[src/rtl/hub_div_issuer.sv]
// hub_div_issuer: initiator-side sequencer for the HUB divider unit.
// Takes one divide request at a time, issues it on the unit's operand/valid
// handshake, captures the single-cycle finish pulse and returns result,
// status and tag on a registered response port. A watchdog and an abort
// input both abandon the operation and pulse the unit's flush.

package fpnew_pkg;
  // Operation encoding of the FPnew-style unit port; this block only drives DIV.
  typedef enum logic [3:0] {
    FMADD, FNMSUB, ADD, MUL, DIV, SQRT, SGNJ, MINMAX,
    CMP, CLASSIFY, F2F, F2I, I2F, CPKAB, CPKCD
  } operation_e;
endpackage

module hub_div_issuer #(
  parameter int unsigned E       = 5,
  parameter int unsigned M       = 10,
  parameter int unsigned TAG_W   = 4,
  parameter int unsigned TIMEOUT = 255,
  localparam int unsigned WIDTH  = E + M + 1,
  localparam int unsigned CW     = $clog2(TIMEOUT + 1)
) (
  input  logic                       clk_i,
  input  logic                       rst_i,
  // upstream request
  input  logic                       req_valid_i,
  output logic                       req_ready_o,
  input  logic [WIDTH-1:0]           req_x_i,
  input  logic [WIDTH-1:0]           req_d_i,
  input  logic [TAG_W-1:0]           req_tag_i,
  input  logic                       abort_i,
  // divider unit
  output logic [2:0][WIDTH-1:0]      operands_o,
  output fpnew_pkg::operation_e      op_o,
  output logic                       op_mod_o,
  output logic                       in_valid_o,
  input  logic                       in_ready_i,
  output logic                       flush_o,
  input  logic [WIDTH-1:0]           result_i,
  input  logic [4:0]                 status_i,
  input  logic                       out_valid_i,
  output logic                       out_ready_o,
  // response
  output logic                       rsp_valid_o,
  input  logic                       rsp_ready_i,
  output logic [WIDTH-1:0]           rsp_result_o,
  output logic [4:0]                 rsp_status_o,
  output logic [TAG_W-1:0]           rsp_tag_o,
  output logic                       rsp_timeout_o
);

  typedef enum logic [1:0] {IDLE, ISSUE, WAIT, RESP} state_e;

  state_e             state_q, state_d;
  logic [WIDTH-1:0]   x_q, x_d;
  logic [WIDTH-1:0]   d_q, d_d;
  logic [TAG_W-1:0]   tag_q, tag_d;
  logic [CW-1:0]      cnt_q, cnt_d;
  logic [WIDTH-1:0]   result_q, result_d;
  logic [4:0]         status_q, status_d;
  logic               timeout_q, timeout_d;
  logic               flush_q, flush_d;

  // Next-state and next-register logic for the request/issue/wait/response sequence.
  always_comb begin
    // NOTE: every variable gets a default before the case so no path leaves it unassigned (no latch).
    state_d   = state_q;
    x_d       = x_q;
    d_d       = d_q;
    tag_d     = tag_q;
    cnt_d     = cnt_q;
    result_d  = result_q;
    status_d  = status_q;
    timeout_d = timeout_q;
    flush_d   = 1'b0;

    case (state_q)
      IDLE: begin
        if (req_valid_i) begin
          x_d     = req_x_i;
          d_d     = req_d_i;
          tag_d   = req_tag_i;
          state_d = ISSUE;
        end
      end

      ISSUE: begin
        // Abort beats a coincident issue acceptance.
        if (abort_i) begin
          flush_d = 1'b1;
          state_d = IDLE;
        end else if (in_ready_i) begin
          cnt_d   = '0;
          state_d = WAIT;
        end
      end

      WAIT: begin
        // Priority: abort, then completion (even on the last watchdog cycle), then timeout.
        if (abort_i) begin
          flush_d = 1'b1;
          state_d = IDLE;
        end else if (out_valid_i) begin
          result_d  = result_i;
          status_d  = status_i;
          timeout_d = 1'b0;
          state_d   = RESP;
        end else if (cnt_q == CW'(TIMEOUT - 1)) begin
          result_d  = '0;
          status_d  = '0;
          timeout_d = 1'b1;
          flush_d   = 1'b1;
          state_d   = RESP;
        end else begin
          cnt_d = cnt_q + 1'b1;
        end
      end

      RESP: begin
        if (rsp_ready_i) begin
          state_d = IDLE;
        end
      end

      default: state_d = IDLE;
    endcase
  end

  // State and datapath registers with synchronous reset.
  always_ff @(posedge clk_i) begin
    if (rst_i) begin
      // NOTE: datapath registers are reset too because they drive outputs that must read 0 after reset.
      state_q   <= IDLE;
      x_q       <= '0;
      d_q       <= '0;
      tag_q     <= '0;
      cnt_q     <= '0;
      result_q  <= '0;
      status_q  <= '0;
      timeout_q <= 1'b0;
      flush_q   <= 1'b0;
    end else begin
      // NOTE: non-blocking assignments so every register samples the pre-edge values.
      state_q   <= state_d;
      x_q       <= x_d;
      d_q       <= d_d;
      tag_q     <= tag_d;
      cnt_q     <= cnt_d;
      result_q  <= result_d;
      status_q  <= status_d;
      timeout_q <= timeout_d;
      flush_q   <= flush_d;
    end
  end

  // Every output decodes registered state; nothing passes combinationally from an input.
  assign req_ready_o   = (state_q == IDLE);
  assign in_valid_o    = (state_q == ISSUE);
  assign out_ready_o   = (state_q == WAIT);
  assign rsp_valid_o   = (state_q == RESP);
  assign flush_o       = flush_q;

  assign operands_o[0] = x_q;
  assign operands_o[1] = d_q;
  assign operands_o[2] = '0;
  assign op_o          = fpnew_pkg::DIV;
  assign op_mod_o      = 1'b0;

  assign rsp_result_o  = result_q;
  assign rsp_status_o  = status_q;
  assign rsp_tag_o     = tag_q;
  assign rsp_timeout_o = timeout_q;

endmodule

[config.mk]
export PLATFORM = sky130hd
export DESIGN_NAME = hub_div_issuer
export DESIGN_NICKNAME = d
export VERILOG_FILES = /design/src/rtl/hub_div_issuer.sv
export SDC_FILE = /design/constraint.sdc
export NUM_CORES = 1
export LEC_CHECK = 0
export CAP_MARGIN = 0
export CORE_ASPECT_RATIO = 2
export CORE_MARGIN = 5
export CORE_UTILIZATION = 40
export CTS_CLUSTER_DIAMETER = 120
export DETAILED_ROUTE_END_ITERATION = 12
export PLACE_DENSITY = 0.83
export SYNTH_ARGS = -nofsm -noshare
export SYNTH_HDL_FRONTEND = slang
export SYNTH_SLANG_ARGS = --single-unit
[constraint.sdc]
create_clock -name clk_i -period 3.2 [get_ports clk_i]
set_input_delay 0.48 -clock clk_i [delete_from_list [all_inputs] [get_ports clk_i]]
set_output_delay 0.48 -clock clk_i [all_outputs]
set_load 0.005 [all_outputs]
==> impl_metrics.yaml, run 1 <==
status:
  status: "finished clean"
global_routing:
  grt_overflow: 0
  grt_max_degree: 37
  track_usage: 0.1722
  grt_pass1_wl_mm: 12.36
  antenna_found_initial: 0
  grt_pass1_vias: 2572
critical_path:
  critical-path-top-delay-family: "buffers and inverters"
  cp_cell_sequence: "inv_1 > ha_1 > clkdlybuf4s50_1"
  crit_buf_inv: 2
  worst_r2r_path_depth: 7
  reg2reg_slack_ns: 1.15
  cp.depth: 3
  max_stage_delay_ns: 0.59
  crit_path_start_kind: "flop"
  crit_type: "flop to output port"
  cp_max_fo: 13
  critPathCaptureType: "output port"
  worst_path_max_delay_cell: "clkdlybuf4s50_1"
  worst_ep_arrival_time_ns: 1.81
  required_ns: 2.72
synth:
  ys_seq_area_frac: 0.4915
  synth_cell_types: 42
  synth_edf_count: 0
  syn_inst: 318
  ys_ff_latch: 69
  syn_avg_cell_area_um2: 8.837
  yosysWarnings: 0
  ys.flop_type: "dfxtp_1"
  syn-cell-area_mm2: 0.002810
  async_flop_share: 0
clock_network:
  clock-root-buffer: "clkbuf_16"
  post_cts_buffers: 0
  clockBufferDepth: 2
  clk_latency_ns: 0.32
  htree_levels: 3
  postCtsHoldBufs: 0
  cts_tree: "yes"
  cts_resized: 0
  clk_pin_slew_ns: 0.05
  numCtsBuffers: 9
  clock_sinks: 69
cells_and_area:
  nets: 512
  finalInstanceArea_mm2: 0.004398
  area_growth_pct: 56.50
  seqCellArea_mm2: 0.001381
  drive_gt1_frac: 0.05830
  fillers: 616
  multi_input_area_mm2: 0.001239
  diodes: 0
route:
  viasPerCell: 4.787
  vias: 2566
  wl_met1_mm: 2.715
  top_layer: "met4"
  first_pass_iters: 4
  routed_wl_mm: 7.563
  ant_nets: 0
  routedWlPerCell_um: 14.11
  met3WireLength_um: 594
  routed-wl-met2_mm: 4.021
  drt_iter0_markers: 117
  drc_errors: 0
pwr:
  p_leak_nw: 1.696
  ir_drop_v: 0.0004154
  p_per_area_mw_per_mm2: 523.4
die:
  core_mm2: 0.006887
  dieArea_mm2: 0.008904
  die_w_um: 69.27
  die_y_um: 128.5
  core.rowCount: 43
  num_io_pins: 148
  start_util: 0.4081
timing:
  fin_skew_ns: 0.008027
  setup_tns_ns: 0
  drv_slew: 0
  hold_viol_final: 0
  fmax_ghz: 0.4373
  fin_crit_ns: 2.287
  rsz0062_at_grt: "false"
  holdWs_ns: 0.4518
  fin_crit_sh: 0.7146
  finalSetupViolCount: 0
placed_design:
  placed_cell_area_mm2: 0.004065
  port_buffers: 126
  dp_hpwl_mm: 5.845
  globalplace.congestion: 0.8892
min_path:
  hold_class: "flop to flop"
  min_path_cells: 2
job:
  cap_violations: 0
## worst paths after layout
path	from	to
worst min-delay path	d_q[0]$_SDFFE_PP0P_	d_q[0]$_SDFFE_PP0P_
worst max-delay path	state_q[0]$_SDFFE_PP0P_	out_ready_o
worst max register to register	state_q[0]$_SDFFE_PP0P_	rsp_result_o[13]$_SDFFE_PP0P_
worst min register to register	d_q[0]$_SDFFE_PP0P_	d_q[0]$_SDFFE_PP0P_
## sequential cells by signal (all words and copies together), names as in the netlist, 2 cells and up
name / cells
d_q: 16
cnt_q: 8
rsp_result_o: 16
rsp_tag_o: 4
rsp_status_o: 5
state_q: 2
x_q: 16
## logic make-up (layout without fill, tap and decap cells)
kind of cell / Yosys count / count (layout) / share of synthesized area
AND/OR/NAND/NOR: 108 / 108 / 0.1701
XOR/XNOR: 1 / 1 / 0.003117
multiplexers: 3 / 3 / 0.01247
AO/OA/AOI/OAI: 81 / 81 / 0.1959
other: 2 / 21 / 0.002672
buffers and inverters: 47 / 156 / 0.09305
adder cells (fa/ha/maj): 7 / 7 / 0.03117
flip-flops: 69 / 69 / 0.4915
## Yosys cell counts, types with 2 or more instances
cell type | instances | share of area
o21a_1 | 2 | 0.0053
nand4_1 | 3 | 0.0067
nand2b_1 | 4 | 0.0089
dfxtp_1 | 69 | 0.49
buf_2 | 5 | 0.0089
nand3_1 | 5 | 0.0089
buf_1 | 3 | 0.0040
o2bb2ai_1 | 2 | 0.0062
a22o_1 | 21 | 0.065
o21ai_0 | 3 | 0.0053
conb_1 | 2 | 0.0027
mux2i_1 | 2 | 0.0071
clkbuf_1 | 9 | 0.012
o211ai_1 | 2 | 0.0053
or3_1 | 3 | 0.0067
inv_1 | 9 | 0.012
ha_1 | 7 | 0.031
nand2_1 | 79 | 0.11
buf_4 | 21 | 0.056
nor2_1 | 5 | 0.0067
a21oi_1 | 41 | 0.073
## routing by layer
| layer | GRT usage | vias up |
|---|---|---|
| met4 | 0.1013 | 0 |
| met3 | 0.04848 | 16 |
| met5 | 0 | - |
| met2 | 0.3063 | 127 |
| met1 | 0.1785 | 1140 |
| li1 | - | 1283 |
## stage by stage
step	util	power [mW]	cells	worst slack [ns]
global placement	0.5903	1.250	520	1.137
detailed placement	0.5903	1.257	520	1.071
finish	0.6386	2.302	536	0.9134
global route	0.6386	2.408	536	0.8148
CTS	0.6386	2.335	536	0.8979
floorplan	-	1.084	337	1.552
## placed cells by master, fill, tap and decap left out, types with 2 or more instances in the layout
master / netlist / final
clkdlybuf4s50_1: 0 / 126
nand2_1: 79 / 79
dfxtp_1: 69 / 69
a21oi_1: 41 / 41
a22o_1: 21 / 21
conb_1: 2 / 21
inv_1: 9 / 9
clkbuf_16: 0 / 9
ha_1: 7 / 7
nand3_1: 5 / 5
nor2_1: 5 / 5
buf_4: 21 / 5
nand2b_1: 4 / 4
o21ai_0: 3 / 3
or3_1: 3 / 3
nand4_1: 3 / 3
o21a_1: 2 / 2
mux2i_1: 2 / 2
o211ai_1: 2 / 2
o2bb2ai_1: 2 / 2
clkinv_4: 0 / 2
bufinv_16: 0 / 2
## layout make-up
type,instances,share of cell area
Sequential cell,69,0.3141
Timing Repair Buffer,131,0.2953
Multi-Input combinational cell,221,0.2817
Clock buffer,10,0.05434
Tap cell,90,0.02560
Clock inverter,6,0.02134
Inverter,9,0.007681
## where the power goes
part	internal (mW)	switching [mW]	total, mW
sequential	0.899	0.0196	0.919
combinational	0.182	0.137	0.319
clock	0.708	0.357	1.06
## worst reg2reg max path, delay by kind of cell (launching register included)
family | cells | cell delay [ns]
compound gates | 1 | 0.17
buf+inv | 2 | 0.36
fa+ha+maj | 1 | 0.44
flops | 1 | 0.34
simple gates | 3 | 0.68
No activity file was read; power rests on OpenSTA's default activity.
==> run 2: changes to the inputs <==
--- a/config.mk
+++ b/config.mk
@@ -8,10 +8,10 @@
 export CAP_MARGIN = 0
 export CORE_ASPECT_RATIO = 2
 export CORE_MARGIN = 5
-export CORE_UTILIZATION = 40
+export CORE_UTILIZATION = 39
 export CTS_CLUSTER_DIAMETER = 120
 export DETAILED_ROUTE_END_ITERATION = 12
-export PLACE_DENSITY = 0.83
+export PLACE_DENSITY = 0.82
 export SYNTH_ARGS = -nofsm -noshare
 export SYNTH_HDL_FRONTEND = slang
 export SYNTH_SLANG_ARGS = --single-unit
==> constraint.sdc (replaced) <==
create_clock -name clk_i -period 2.15 [get_ports clk_i]
set_input_delay 0.3225 -clock clk_i [delete_from_list [all_inputs] [get_ports clk_i]]
set_output_delay 0.3225 -clock clk_i [all_outputs]
set_load 0.005 [all_outputs]
==> impl_metrics.yaml, run 2 (synthesis results as in run 1) <==
status:
  status: "finished clean"
cells_and_area:
  diodes: 0
  final_common_cell: "clkdlybuf4s50_1"
  nets: 514
  fin_cells: 538
  drive_gt1_frac: 0.06250
  layout_common_cells: "clkdlybuf4s50_1 (126), nand2_1 (79), dfxtp_1 (69)"
  area_growth_pct: 57.57
critical_path:
  crit_path_start_kind: "flop"
  crit_type: "flop to output port"
  critical-path-top-delay-family: "buffers and inverters"
  required_ns: 1.83
  cp_cell_sequence: "inv_1 > ha_1 > clkdlybuf4s50_1"
  worst_path_max_delay_cell: "clkdlybuf4s50_1"
  worst_ep_arrival_time_ns: 1.65
  cp_max_fo: 6
  max_stage_delay_ns: 0.56
  crit_buf_inv: 2
  critPathCaptureType: "output port"
timing:
  fin_skew_ns: 0.003928
  fin_crit_ns: 1.974
  finalSetupViolCount: 0
  hold_viol_final: 0
  fmax_ghz: 0.5066
  holdWs_ns: 0.4517
  rsz0062_at_grt: "false"
  fin_crit_sh: 0.9182
  setup_tns_ns: 0
  drv_slew: 0
clock_network:
  post_cts_buffers: 0
  cts_resized: 0
  clock_sinks: 69
  clockBufferDepth: 2
  cts_tree: "yes"
  clock-root-buffer: "clkbuf_16"
  clk_pin_slew_ns: 0.06
  htree_levels: 3
  clk_latency_ns: 0.32
  postCtsHoldBufs: 0
  numCtsBuffers: 9
placed_design:
  globalplace.congestion: 0.8980
  dp.cells: 522
  dp_hpwl_mm: 5.876
  port_buffers: 126
route:
  drt_iter0_markers: 140
  met3WireLength_um: 556
  drc_errors: 0
  routed_wl_mm: 7.869
  vias: 2639
  wl_met1_mm: 2.801
  top_layer: "met4"
  first_pass_iters: 4
  routedWlPerCell_um: 14.63
  ant_nets: 0
  viasPerCell: 4.905
  routed-wl-met2_mm: 4.197
pwr:
  power_mw: 3.531
  p_leak_nw: 1.719
  p_per_area_mw_per_mm2: 797.4
  ir_drop_v: 0.0004483
job:
  cap_violations: 0
die:
  core_mm2: 0.006994
  core.rowCount: 43
  dieArea_mm2: 0.009106
  start_util: 0.4018
  die_y_um: 130.0
  die_w_um: 70.03
  num_io_pins: 148
global_routing:
  grt_pass1_vias: 2690
  grt_pass1_wl_mm: 12.38
  grt_max_degree: 37
  track_usage: 0.1721
  antenna_found_initial: 0
  grt_overflow: 0
min_path:
  hold_class: "flop to flop"
[run 2: changes by cell type in the layout (fill, tap and decap cells not counted), sizes merged]
cell,delta
clkinvlp,-1
buf,+2
bufinv,+1
[run 2: stage by stage]
stage / utilization / setup slack, ns / cell area, µm²
after global routing: 0.6331 / 0.09833 / 4428
after CTS: 0.6331 / 0.1586 / 4428
after floorplan: - / 0.5022 / 2882
final: 0.6331 / 0.1760 / 4428
after detailed placement: 0.5834 / 0.2317 / 4080
after global placement: 0.5834 / 0.3191 / 4080
[run 2: where the power goes]
group / internal [mW] / leakage [nW] / switching, mW
sequential: 1.34 / 0.562 / 0.0305
clock: 1.16 / 0.173 / 0.519
combinational: 0.273 / 0.985 / 0.206
[run 2: routing by layer]
metal	vias up	track usage
met3	23	0.05243
met4	0	0.1005
li1	1289	-
met5	-	0
met1	1203	0.1659
met2	124	0.3185
[run 2: final timing paths]
path,start,slack [ns],to,cells past startpoint
max,state_q[1]$_SDFFE_PP0P_,0.18,in_valid_o,3
min,x_q[13]$_SDFFE_PP0P_,0.45,x_q[13]$_SDFFE_PP0P_,2
max reg2reg,state_q[0]$_SDFFE_PP0P_,0.28,cnt_q[7]$_SDFFE_PP0P_,7
min reg2reg,x_q[13]$_SDFFE_PP0P_,0.45,x_q[13]$_SDFFE_PP0P_,2
[run 2: final cells by class]
class	count	area, µm²
clock buffer	10	239.0
clock inverter	6	108.9
fill	590	2566
inverter	9	33.78
multi-input combinational	221	1239
sequential	69	1381
tap	90	112.6
timing repair buffer	133	1314
[run 2: worst min-delay path: cells and delay by family (launching register included)]
kind	cells	cell delay, ns
DFF	1	0.30
AOI/OAI and AO/OA	1	0.05
and+or+nand+nor	1	0.05
==> run 3: changes to the inputs <==
--- a/config.mk
+++ b/config.mk
@@ -8,10 +8,11 @@
 export CAP_MARGIN = 0
 export CORE_ASPECT_RATIO = 2
 export CORE_MARGIN = 5
-export CORE_UTILIZATION = 39
+export CORE_UTILIZATION = 40
+export CTS_BUF_LIST = sky130_fd_sc_hd__clkbuf_8
 export CTS_CLUSTER_DIAMETER = 120
 export DETAILED_ROUTE_END_ITERATION = 12
-export PLACE_DENSITY = 0.82
+export PLACE_DENSITY = 0.83
 export SYNTH_ARGS = -nofsm -noshare
 export SYNTH_HDL_FRONTEND = slang
 export SYNTH_SLANG_ARGS = --single-unit
==> impl_metrics.yaml, run 3 (synthesis results as in run 1) <==
status:
  status: "finished clean"
clock_network:
  clk_latency_ns: 0.34
  clk_pin_slew_ns: 0.07
  clockBufferDepth: 2
  htree_levels: 3
  clock-root-buffer: "clkbuf_8"
  clock_sinks: 69
  numCtsBuffers: 9
  postCtsHoldBufs: 0
  cts_tree: "yes"
pwr:
  power_mw: 2.997
  ir_drop_v: 0.0003952
  p_leak_nw: 1.659
  p_per_area_mw_per_mm2: 695.9
cells_and_area:
  nets: 514
  fillers: 586
  fin_cells: 538
  utilization: 0.6254
  layout_common_cells: "clkdlybuf4s50_1 (126), nand2_1 (79), dfxtp_1 (69)"
  finalInstanceArea_mm2: 0.004307
  final_common_cell: "clkdlybuf4s50_1"
  diodes: 0
  drive_gt1_frac: 0.06473
  area_growth_pct: 53.25
timing:
  drv_slew: 0
  postLayoutSetupSlackWorst_ns: 0.1666
  hold_viol_final: 0
  holdWs_ns: 0.4537
  fin_crit_sh: 0.9225
  finalSetupViolCount: 0
  fin_skew_ns: 0.007168
  rsz0062_at_grt: "false"
  setup_tns_ns: 0
  fin_crit_ns: 1.983
  fmax_ghz: 0.5042
critical_path:
  reg2reg_slack_ns: 0.26
  crit_buf_inv: 2
  required_ns: 1.83
  reg2reg_to: "cnt_q[7]$_SDFFE_PP0P_"
  critPathLaunch: "state_q[1]$_SDFFE_PP0P_"
  crit_type: "flop to output port"
  crit_path_start_kind: "flop"
  worst_path_max_delay_cell: "clkdlybuf4s50_1"
  cp_max_fo: 6
  worst_ep_arrival_time_ns: 1.66
  reg2reg_from: "state_q[0]$_SDFFE_PP0P_"
  cp_cell_sequence: "inv_1 > ha_1 > clkdlybuf4s50_1"
  max_stage_delay_ns: 0.55
  worst_r2r_path_depth: 7
  critical-path-top-delay-family: "buffers and inverters"
  critPathCaptureType: "output port"
route:
  viasPerCell: 4.894
  routed_wl_mm: 7.713
  drc_errors: 0
  first_pass_iters: 4
  routedWlPerCell_um: 14.34
  ant_nets: 0
  drt_iter0_markers: 134
  vias: 2633
min_path:
  hold_class: "flop to flop"
  min-delay-start: "d_q[5]$_SDFFE_PP0P_"
  min_path_cells: 2
  min_to: "d_q[5]$_SDFFE_PP0P_"
placed_design:
  port_buffers: 126
  globalplace.congestion: 0.9144
  dp.cells: 522
  dp_hpwl_mm: 5.903
  placed_cell_area_mm2: 0.004080
  dp_slack_ns: 0.1777
global_routing:
  grt_pass1_wl_mm: 12.47
  track_usage: 0.1754
  grt_max_degree: 37
  antenna_found_initial: 0
  grt_pass1_vias: 2677
  grt_overflow: 0
die:
  core.rowCount: 43
  num_io_pins: 148
  die_w_um: 69.27
  start_util: 0.4081
  core_mm2: 0.006887
  die_y_um: 128.5
  dieArea_mm2: 0.008904
job:
  cap_violations: 0
==> run 3: changes by cell type in the layout (fill, tap and decap cells not counted) <==
cell	change
clkbuf_8	+9
bufinv_16	-1
inv_6	-1
clkbuf_16	-9
clkinv_4	+1
clkinvlp_4	+1
nor2b_2	+1
nor2b_1	-1
==> run 3: layer usage <==
metal	up-vias	track usage	wire length, µm
li1	1288	-	-
met1	1194	0.1676	2721
met2	134	0.3159	4109
met3	17	0.06489	644
met4	0	0.1059	237
met5	-	0	0
==> run 3: report_power, final <==
part	switching, mW	total (mW)	leakage (nW)	internal (mW)
combinational	0.205	0.477	0.985	0.272
clock	0.473	1.15	0.112	0.682
sequential	0.0290	1.37	0.562	1.34
==> run 3: worst reg2reg max path, cell delays in order, from the launching register on <==
cell and delay, ns:
dfxtp_1 0.34, inv_1 0.11, ha_1 0.31, buf_4 0.20, mux2_4 0.16, o2111ai_4 0.19, or3_1 0.36, a21oi_1 0.15
==> run 3: cell type report <==
class,instances,area (µm²),share of cell area
flip-flops and latches,69,1381,0.3207
repair buffers,133,1314,0.3051
multi-input cells,221,1241,0.2882
clock buffers,10,137.6,0.03196
well taps,90,112.6,0.02615
clock inverters,6,86.33,0.02005
inverters,9,33.78,0.007844
==> run 3: worst max-delay path by stage <==
stage                                          endpoint  slack [ns]  cells past startpoint
after CTS                                    in_valid_o        0.14                      3
after global routing                        out_ready_o        0.04                      3
after global placement    rsp_result_o[11]$_SDFFE_PP0P_        0.29                      5
after detailed placement          cnt_q[3]$_SDFFE_PP0P_        0.18                      4
after floorplan                   cnt_q[7]$_SDFFE_PP0P_        0.50                      7
final                                        in_valid_o        0.17                      3
==> run 3: what timing repair did <==
action                                  4_1_cts  5_1_grt
setup buffers                                 0        0
resized for setup                             0        1
endpoints found under the setup margin        0        1
